**src/rtl/eth_frame_rx_mf.sv**
```systemverilog
// Multi-address LRC-protected frame receiver: parses a gapped byte stream, filters the
// destination MAC, streams the payload and reports status. Optional counters: ETH_RX_STATUS_CNT_EN.
module eth_frame_rx_mf #(
  parameter int                      NUM_ADDR     = 2,
  parameter logic [NUM_ADDR*48-1:0]  ADDR_TABLE   = {48'h00_0a_95_9d_68_17, 48'h00_0a_95_9d_68_16},
  parameter bit                      BCAST_EN     = 1'b1,
  parameter int                      PREAMBLE_LEN = 7,
  parameter int                      MAX_PAYLOAD  = 1500,
  parameter int                      FCS_BYTES    = 4,
  parameter int                      CNT_W        = 16
) (
  input  logic             clk,
  input  logic             rst,
  input  logic [7:0]       in_data,
  input  logic             in_vld,
  input  logic             start,
  output logic             rx_ready,
  output logic [7:0]       out_data,
  output logic             out_vld,
  output logic             out_sop,
  output logic             out_eop,
  output logic             done,
  output logic             done_ok,
  output logic [2:0]       done_code,
  output logic [CNT_W-1:0] cnt_ok,
  output logic [CNT_W-1:0] cnt_err,
  output logic [CNT_W-1:0] cnt_drop
);

  typedef enum logic [3:0] {
    S_IDLE, S_PREAMBLE, S_SFD, S_MACDST, S_MACSRC, S_LEN, S_PAYLOAD, S_FCS, S_DONE
  } state_e;

  typedef enum logic [2:0] {
    C_OK      = 3'd0,
    C_BAD_PRE = 3'd1,
    C_BAD_SFD = 3'd2,
    C_BAD_LEN = 3'd3,
    C_LRC     = 3'd4,
    C_ABORT   = 3'd5,
    C_DROP    = 3'd6
  } code_e;

  // The preamble start beat is consumed in IDLE, so PREAMBLE sees one byte fewer.
  localparam logic [15:0] PRE_LAST = 16'(PREAMBLE_LEN - 2);
  localparam logic [15:0] FCS_LAST = 16'(FCS_BYTES - 1);
  localparam logic [15:0] MAX_LEN  = 16'(MAX_PAYLOAD);

  state_e              state_q, state_d;
  code_e               code_q, code_d;
  logic [15:0]         cnt_q, cnt_d;
  logic [15:0]         len_q, len_d;
  logic [NUM_ADDR-1:0] match_q, match_d;
  logic                bcast_q, bcast_d;
  logic [7:0]          lrc_q, lrc_d;
  logic [7:0]          out_data_q, out_data_d;
  logic                out_vld_q, out_vld_d;
  logic                out_sop_q, out_sop_d;
  logic                out_eop_q, out_eop_d;

  logic [NUM_ADDR-1:0] hit_vec;
  logic                bcast_hit;
  logic [7:0]          lrc_sum;
  logic [15:0]         len_full;

  always_comb begin
    hit_vec = '0;
    for (int k = 0; k < NUM_ADDR; k++) begin
      hit_vec[k] = match_q[k] & (in_data == ADDR_TABLE[k*48 + 8*int'(cnt_q[2:0]) +: 8]);
    end
  end

  assign bcast_hit = BCAST_EN & bcast_q & (in_data == 8'hFF);
  assign lrc_sum   = lrc_q + in_data;
  assign len_full  = {in_data, len_q[7:0]};

  always_comb begin
    // NOTE: every variable gets a default first so no path leaves it unassigned (no latch).
    state_d    = state_q;
    code_d     = code_q;
    cnt_d      = cnt_q;
    len_d      = len_q;
    match_d    = match_q;
    bcast_d    = bcast_q;
    lrc_d      = lrc_q;
    out_data_d = out_data_q;
    out_vld_d  = 1'b0;
    out_sop_d  = 1'b0;
    out_eop_d  = 1'b0;

    if (state_q == S_DONE) begin
      state_d = S_IDLE;
    end else if (in_vld) begin
      if (start && state_q != S_IDLE) begin
        state_d = S_DONE;
        code_d  = C_ABORT;
      end else begin
        cnt_d = cnt_q + 16'd1;
        case (state_q)
          S_IDLE: begin
            if (start) begin
              if (in_data == 8'hAA) begin
                state_d = (PREAMBLE_LEN == 1) ? S_SFD : S_PREAMBLE;
              end else begin
                state_d = S_DONE;
                code_d  = C_BAD_PRE;
              end
            end
          end
          S_PREAMBLE: begin
            if (in_data != 8'hAA) begin
              state_d = S_DONE;
              code_d  = C_BAD_PRE;
            end else if (cnt_q == PRE_LAST) begin
              state_d = S_SFD;
            end
          end
          S_SFD: begin
            if (in_data == 8'hAB) begin
              state_d = S_MACDST;
              match_d = '1;
              bcast_d = 1'b1;
              lrc_d   = 8'h00;
            end else begin
              state_d = S_DONE;
              code_d  = C_BAD_SFD;
            end
          end
          S_MACDST: begin
            lrc_d   = lrc_sum;
            match_d = hit_vec;
            bcast_d = bcast_hit;
            if (hit_vec == '0 && !bcast_hit) begin
              state_d = S_DONE;
              code_d  = C_DROP;
            end else if (cnt_q == 16'd5) begin
              state_d = S_MACSRC;
            end
          end
          S_MACSRC: begin
            lrc_d = lrc_sum;
            if (cnt_q == 16'd5) state_d = S_LEN;
          end
          S_LEN: begin
            lrc_d = lrc_sum;
            if (cnt_q == 16'd0) begin
              len_d = {8'h00, in_data};
            end else begin
              len_d = len_full;
              if (len_full == 16'd0 || len_full > MAX_LEN) begin
                state_d = S_DONE;
                code_d  = C_BAD_LEN;
              end else begin
                state_d = S_PAYLOAD;
              end
            end
          end
          S_PAYLOAD: begin
            lrc_d      = lrc_sum;
            out_vld_d  = 1'b1;
            out_data_d = in_data;
            out_sop_d  = (cnt_q == 16'd0);
            out_eop_d  = (cnt_q == len_q - 16'd1);
            if (out_eop_d) state_d = S_FCS;
          end
          S_FCS: begin
            lrc_d = lrc_sum;
            if (cnt_q == FCS_LAST) begin
              state_d = S_DONE;
              code_d  = (lrc_sum == 8'h00) ? C_OK : C_LRC;
            end
          end
          default: state_d = S_IDLE;
        endcase
      end
    end

    if (state_d != state_q) cnt_d = '0;
  end

  always_ff @(posedge clk) begin
    // NOTE: sequential state uses non-blocking assignment so all flops update together.
    if (rst) begin
      state_q    <= S_IDLE;
      code_q     <= C_OK;
      cnt_q      <= '0;
      len_q      <= '0;
      match_q    <= '0;
      bcast_q    <= 1'b0;
      lrc_q      <= '0;
      out_data_q <= '0;
      out_vld_q  <= 1'b0;
      out_sop_q  <= 1'b0;
      out_eop_q  <= 1'b0;
    end else begin
      state_q    <= state_d;
      code_q     <= code_d;
      cnt_q      <= cnt_d;
      len_q      <= len_d;
      match_q    <= match_d;
      bcast_q    <= bcast_d;
      lrc_q      <= lrc_d;
      out_data_q <= out_data_d;
      out_vld_q  <= out_vld_d;
      out_sop_q  <= out_sop_d;
      out_eop_q  <= out_eop_d;
    end
  end

  assign rx_ready  = (state_q == S_IDLE);
  assign done      = (state_q == S_DONE);
  assign done_ok   = done && (code_q == C_OK);
  assign done_code = done ? code_q : 3'd0;
  assign out_data  = out_data_q;
  assign out_vld   = out_vld_q;
  assign out_sop   = out_sop_q;
  assign out_eop   = out_eop_q;

`ifdef ETH_RX_STATUS_CNT_EN
  logic [CNT_W-1:0] cnt_ok_q, cnt_ok_d;
  logic [CNT_W-1:0] cnt_err_q, cnt_err_d;
  logic [CNT_W-1:0] cnt_drop_q, cnt_drop_d;

  // Saturating counters, bumped once per DONE cycle.
  always_comb begin
    cnt_ok_d   = cnt_ok_q;
    cnt_err_d  = cnt_err_q;
    cnt_drop_d = cnt_drop_q;
    if (done) begin
      case (code_q)
        C_OK:    if (cnt_ok_q != '1)   cnt_ok_d   = cnt_ok_q + CNT_W'(1);
        C_DROP:  if (cnt_drop_q != '1) cnt_drop_d = cnt_drop_q + CNT_W'(1);
        default: if (cnt_err_q != '1)  cnt_err_d  = cnt_err_q + CNT_W'(1);
      endcase
    end
  end

  always_ff @(posedge clk) begin
    if (rst) begin
      cnt_ok_q   <= '0;
      cnt_err_q  <= '0;
      cnt_drop_q <= '0;
    end else begin
      cnt_ok_q   <= cnt_ok_d;
      cnt_err_q  <= cnt_err_d;
      cnt_drop_q <= cnt_drop_d;
    end
  end

  assign cnt_ok   = cnt_ok_q;
  assign cnt_err  = cnt_err_q;
  assign cnt_drop = cnt_drop_q;
`else
  assign cnt_ok   = '0;
  assign cnt_err  = '0;
  assign cnt_drop = '0;
`endif

endmodule

```
**config.mk**
```make
export PLATFORM = sky130hd
export DESIGN_NAME = eth_frame_rx_mf
export DESIGN_NICKNAME = d
export VERILOG_FILES = /design/src/rtl/eth_frame_rx_mf.sv
export SDC_FILE = /design/constraint.sdc
export NUM_CORES = 1
export LEC_CHECK = 0
export ABC_AREA = 0
export CAP_MARGIN = 10
export CORE_MARGIN = 2
export CORE_UTILIZATION = 59
export CTS_CLUSTER_SIZE = 8
export DETAILED_ROUTE_END_ITERATION = 16
export PLACE_DENSITY = 0.87
export SYNTH_ARGS = -nofsm -noshare
export SYNTH_HDL_FRONTEND = slang
export SYNTH_SLANG_ARGS = --single-unit
```
**constraint.sdc**
```tcl
create_clock -name clk -period 5.88 [get_ports clk]
set_input_delay 1.176 -clock clk [delete_from_list [all_inputs] [get_ports clk]]
set_output_delay 1.176 -clock clk [all_outputs]
set_load 0.005 [all_outputs]
```
==> out/metrics.csv <==
stage;metric;value;unit
synthesis;area of the mapped netlist;4810;um^2
power;switching share of total power;30.4;%
grt;vias in the first global route;4202;
clock_tree;setup bufs post-CTS;0;
critical_path;worst path cell trace;clkdlybuf4s50_1, xnor2_1, a21boi_0, a32oi_1, nor3_1, o31ai_1, nand2_1, o2111ai_2, nor3_1;
critical_path;maximum fanout along the worst path;16;
die;CORE AREA;7810;um^2
synthesis;Mapped Cells;608;
routing;Routed WL per cell;17.0;um
synthesis;number of synthesized flops with an enable pin;0;
timing;final worst path period share;73.7;%
routing;Final ANT Viol Nets;0;
critical_path;WP data required;6060;ps
cells_and_area;Reg area;1220;um^2
worst_hold_path;cell count of the worst hold path;2;
clock_tree;Max Root-Sink Buffers;2;
grt;largest net degree at the start of global routing;46;
worst_hold_path;Hold Crit Start;code_q[1];
synthesis;Seq cells post-synth;61;
cells_and_area;n_diodes;0;
grt;first-pass GRT wire length;20100;um
critical_path;CP startpoint kind;input pin;
timing;Final Max Tran Viols;0;
worst_hold_path;hold endpoint;code_q[1];
power;internal power;632;uW
power;Leak Pwr;1.90;nW
clock_tree;Skew-Pair Late Insertion Delay;350;ps
power;PwrDens;180;nW/um^2
critical_path;slowest cell delay on critical path;890;ps
power;Comb pwr share;15.3;%
flow_run;max-cap viol count;0;
power;Clk pwr share;37.2;%
timing;Hold Fails Final Rpt;0;
clock_tree;CTS tree;built;
cells_and_area;Multi-input gate area;3170;um^2
routing;Post-route DRC;0;
synthesis;Async S/R FF share, synth;0;%
routing;DRT iter0 DRCs;512;
critical_path;Most common cell on crit path;nor3_1;
routing;Vias/cell;6.33;
worst_hold_path;HP Class;reg2reg;
timing;Least-Margin Pin Slew;1070;ps
power;register share of total power;47.5;%
cells_and_area;Area Growth Syn to Fin;4.66;%
cells_and_area;FILL cells;672;
die;Top-Level Pins;77;
clock_tree;CTS resizes;0;
outcome;status;complete, no violations;
synthesis;Synth area leaders;dfxtp_1 (25%), buf_4 (7.5%), xnor2_1 (5.6%);
grt;initial antenna violation count;0;
synthesis;Distinct cells, synth;75;
critical_path;Worst Setup End Kind;flop;
timing;Setup TNS;0;ps
critical_path;R2R Path End;cnt_q[6];
die;Die Ht;94.3;um
routing;routed wire length;12100;um
timing;Worst Skew;12.8;ps
die;Cell Rows;32;
synthesis;sequential fraction of the synthesis area;25.4;%
critical_path;crit path buf inv count;1;
critical_path;Reg2Reg Depth;10;
timing;f_max;231;MHz
cells_and_area;fin nets;632;
critical_path;Reg2Reg Setup Slack;2060;ps
synthesis;Top FF cell, synth;dfxtp_1;
timing;RSZ-0062 raised after global routing;no;
critical_path;CP Launch Point;in_data[1];
clock_tree;Num Clock Sinks;61;
timing;Final setup viols;0;
critical_path;delay-heaviest family, CP;compound AO/OA/AOI/OAI gates;
placement;PortBufs;28;
critical_path;slowest CP cell;o2111ai_2;
synthesis;syn avg cell area;7.91;um^2
routing;vias post-DR;4512;
placement;gpl congestion;0.954;
routing;drt first pass iters;6;
timing;post-layout minimum cycle time;4330;ps
synthesis;synthesis warning total;0;
critical_path;Crit Path Category;in2reg;
timing;worst setup margin;1550;ps
cells_and_area;ratio of cells with drive above 1 in the final layout;8.02;%
grt;total track usage;28.6;%
critical_path;arrival time worst endpoint;4510;ps
die;Die Span X;94.3;um
synthesis;area leader, netlist;dfxtp_1;
clock_tree;clk slew on worst S/H paths;80;ps
critical_path;worst r2r src;cnt_q[1];
power;Max VDD drop;0.134;mV
clock_tree;htree depth;3;
synthesis;Synth top area share;25.4;%
clock_tree;cts bufs inserted;9;
power;NetSw;276;uW
placement;DP Worst Slack;1330;ps
placement;hpwl dp;8720;um
grt;GR Overflow Total;0;
clock_tree;root buf cell;clkbuf_8;
die;initial core utilization;61.6;%
die;die area;8890;um^2
timing;worst rel slew slack;28.6;%
clock_tree;Hold-fix buffers, CTS;0;
==> flip-flops by register name (all words and copies together) (netlist names) <==
name and cells:
bcast_q 1, cnt_q 16, code_q 3, len_q 16, lrc_q 8, match_q 2, out_data 8, out_eop 1
out_sop 1, out_vld 1, state_q 4
==> metal layers <==
layer,routed length (um),vias up,share of wire [%],track usage (%)
li1,-,2080,-,-
met1,4950,2120,41,37.4
met2,5550,267,46,45.9
met3,1170,45,9.7,5.78
met4,413,0,3.4,11.8
met5,0,-,0,0
==> power by group through the flow <==
stage          clock, mW  sequential (mW)  combinational (mW)
6_report           0.338            0.431               0.139
4_1_cts            0.343            0.430               0.135
3_5_place_dp           0            0.440               0.135
2_1_floorplan          0            0.430               0.133
3_3_place_gp           0            0.439               0.133
5_1_grt            0.358            0.432               0.152
==> worst reg2reg max path, stage by stage (launching register included) <==
cell       delay (ps)
dfxtp_1           580
inv_1             150
ha_1              290
nor2b_1           160
mux4_2            480
nand3_1           110
nor3_1             80
o31ai_1           600
nand2_1           200
o2111ai_2         890
nor3_1            140
==> placed cells by master, fill, tap and decap left out, drive strengths merged, types with 5 or more instances in the layout <==
master and count:
a211oi 6, nor3b 7, xnor2 31, mux2i 20
nand3b 7, nand3 19, nand2b 5, or3 7
and3 12, nand2 44, nor2b 8, nor3 29
a22oi 11, o21ai 11, xor2 15, a2111oi 5
inv 12, nor2 73, ha 13, nand4 20
nor4 13, clkbuf 10, a21oi 21, dfxtp 61
clkdlybuf4s50 28, conb 48
==> cells in the mapped netlist (all sizes together) (12+ instances only) <==
| cell | number |
|---|---|
| inv | 12 |
| dfxtp | 61 |
| nand2 | 44 |
| xnor2 | 31 |
| nand3 | 19 |
| ha | 13 |
| xor2 | 15 |
| and3 | 12 |
| mux2i | 20 |
| nor4 | 13 |
| nor3 | 29 |
| nor2 | 73 |
| clkbuf | 25 |
| nand4 | 20 |
| a21oi | 21 |
| buf | 65 |
==> layout make-up <==
cell class | instances | area share [%]
well taps | 102 | 2.54
flip-flops and latches | 61 | 24.3
clock buffers | 10 | 2.74
multi-input cells | 492 | 62.9
inverters | 12 | 0.895
repair buffers | 30 | 5.87
clock inverters | 6 | 0.771
==> how the worst max path moves through the flow <==
| stage | to | slack [ps] | depth (start not counted) |
|---|---|---|---|
| floorplan | code_q[2] | 2540 | 8 |
| global placement | cnt_q[6] | 1430 | 8 |
| detailed placement | cnt_q[6] | 1330 | 8 |
| CTS | cnt_q[6] | 1690 | 8 |
| global route | cnt_q[6] | 1300 | 9 |
| finish | cnt_q[6] | 1550 | 9 |
==> kinds of logic (layout without fill, tap and decap cells) <==
logic type,Yosys count,count (layout),share of synthesized area [%]
AND/OR/NAND/NOR,267,267,30.7
buffers and inverters,102,58,12.4
AO/OA/AOI/OAI,96,96,14.6
flip-flops,61,61,25.4
XOR/XNOR,46,46,8.38
multiplexers,21,21,4.63
adder cells (fa/ha/maj),14,14,3.80
other,1,48,0.0780
==> metrics by stage <==
step / instances / cell area, um^2 / util [%] / hold WS [ps] / power, mW
6_report: 713 / 5030 / 64.4 / 489 / 0.908
5_1_grt: 713 / 5030 / 64.4 / 518 / 0.942
4_1_cts: 713 / 5030 / 64.4 / 492 / 0.909
3_5_place_dp: 697 / 4850 / 62.2 / 482 / 0.575
3_3_place_gp: 697 / 4850 / 62.2 / 472 / 0.572
2_1_floorplan: 655 / 4980 / - / 444 / 0.562
(Power assumes the default switching activity.)
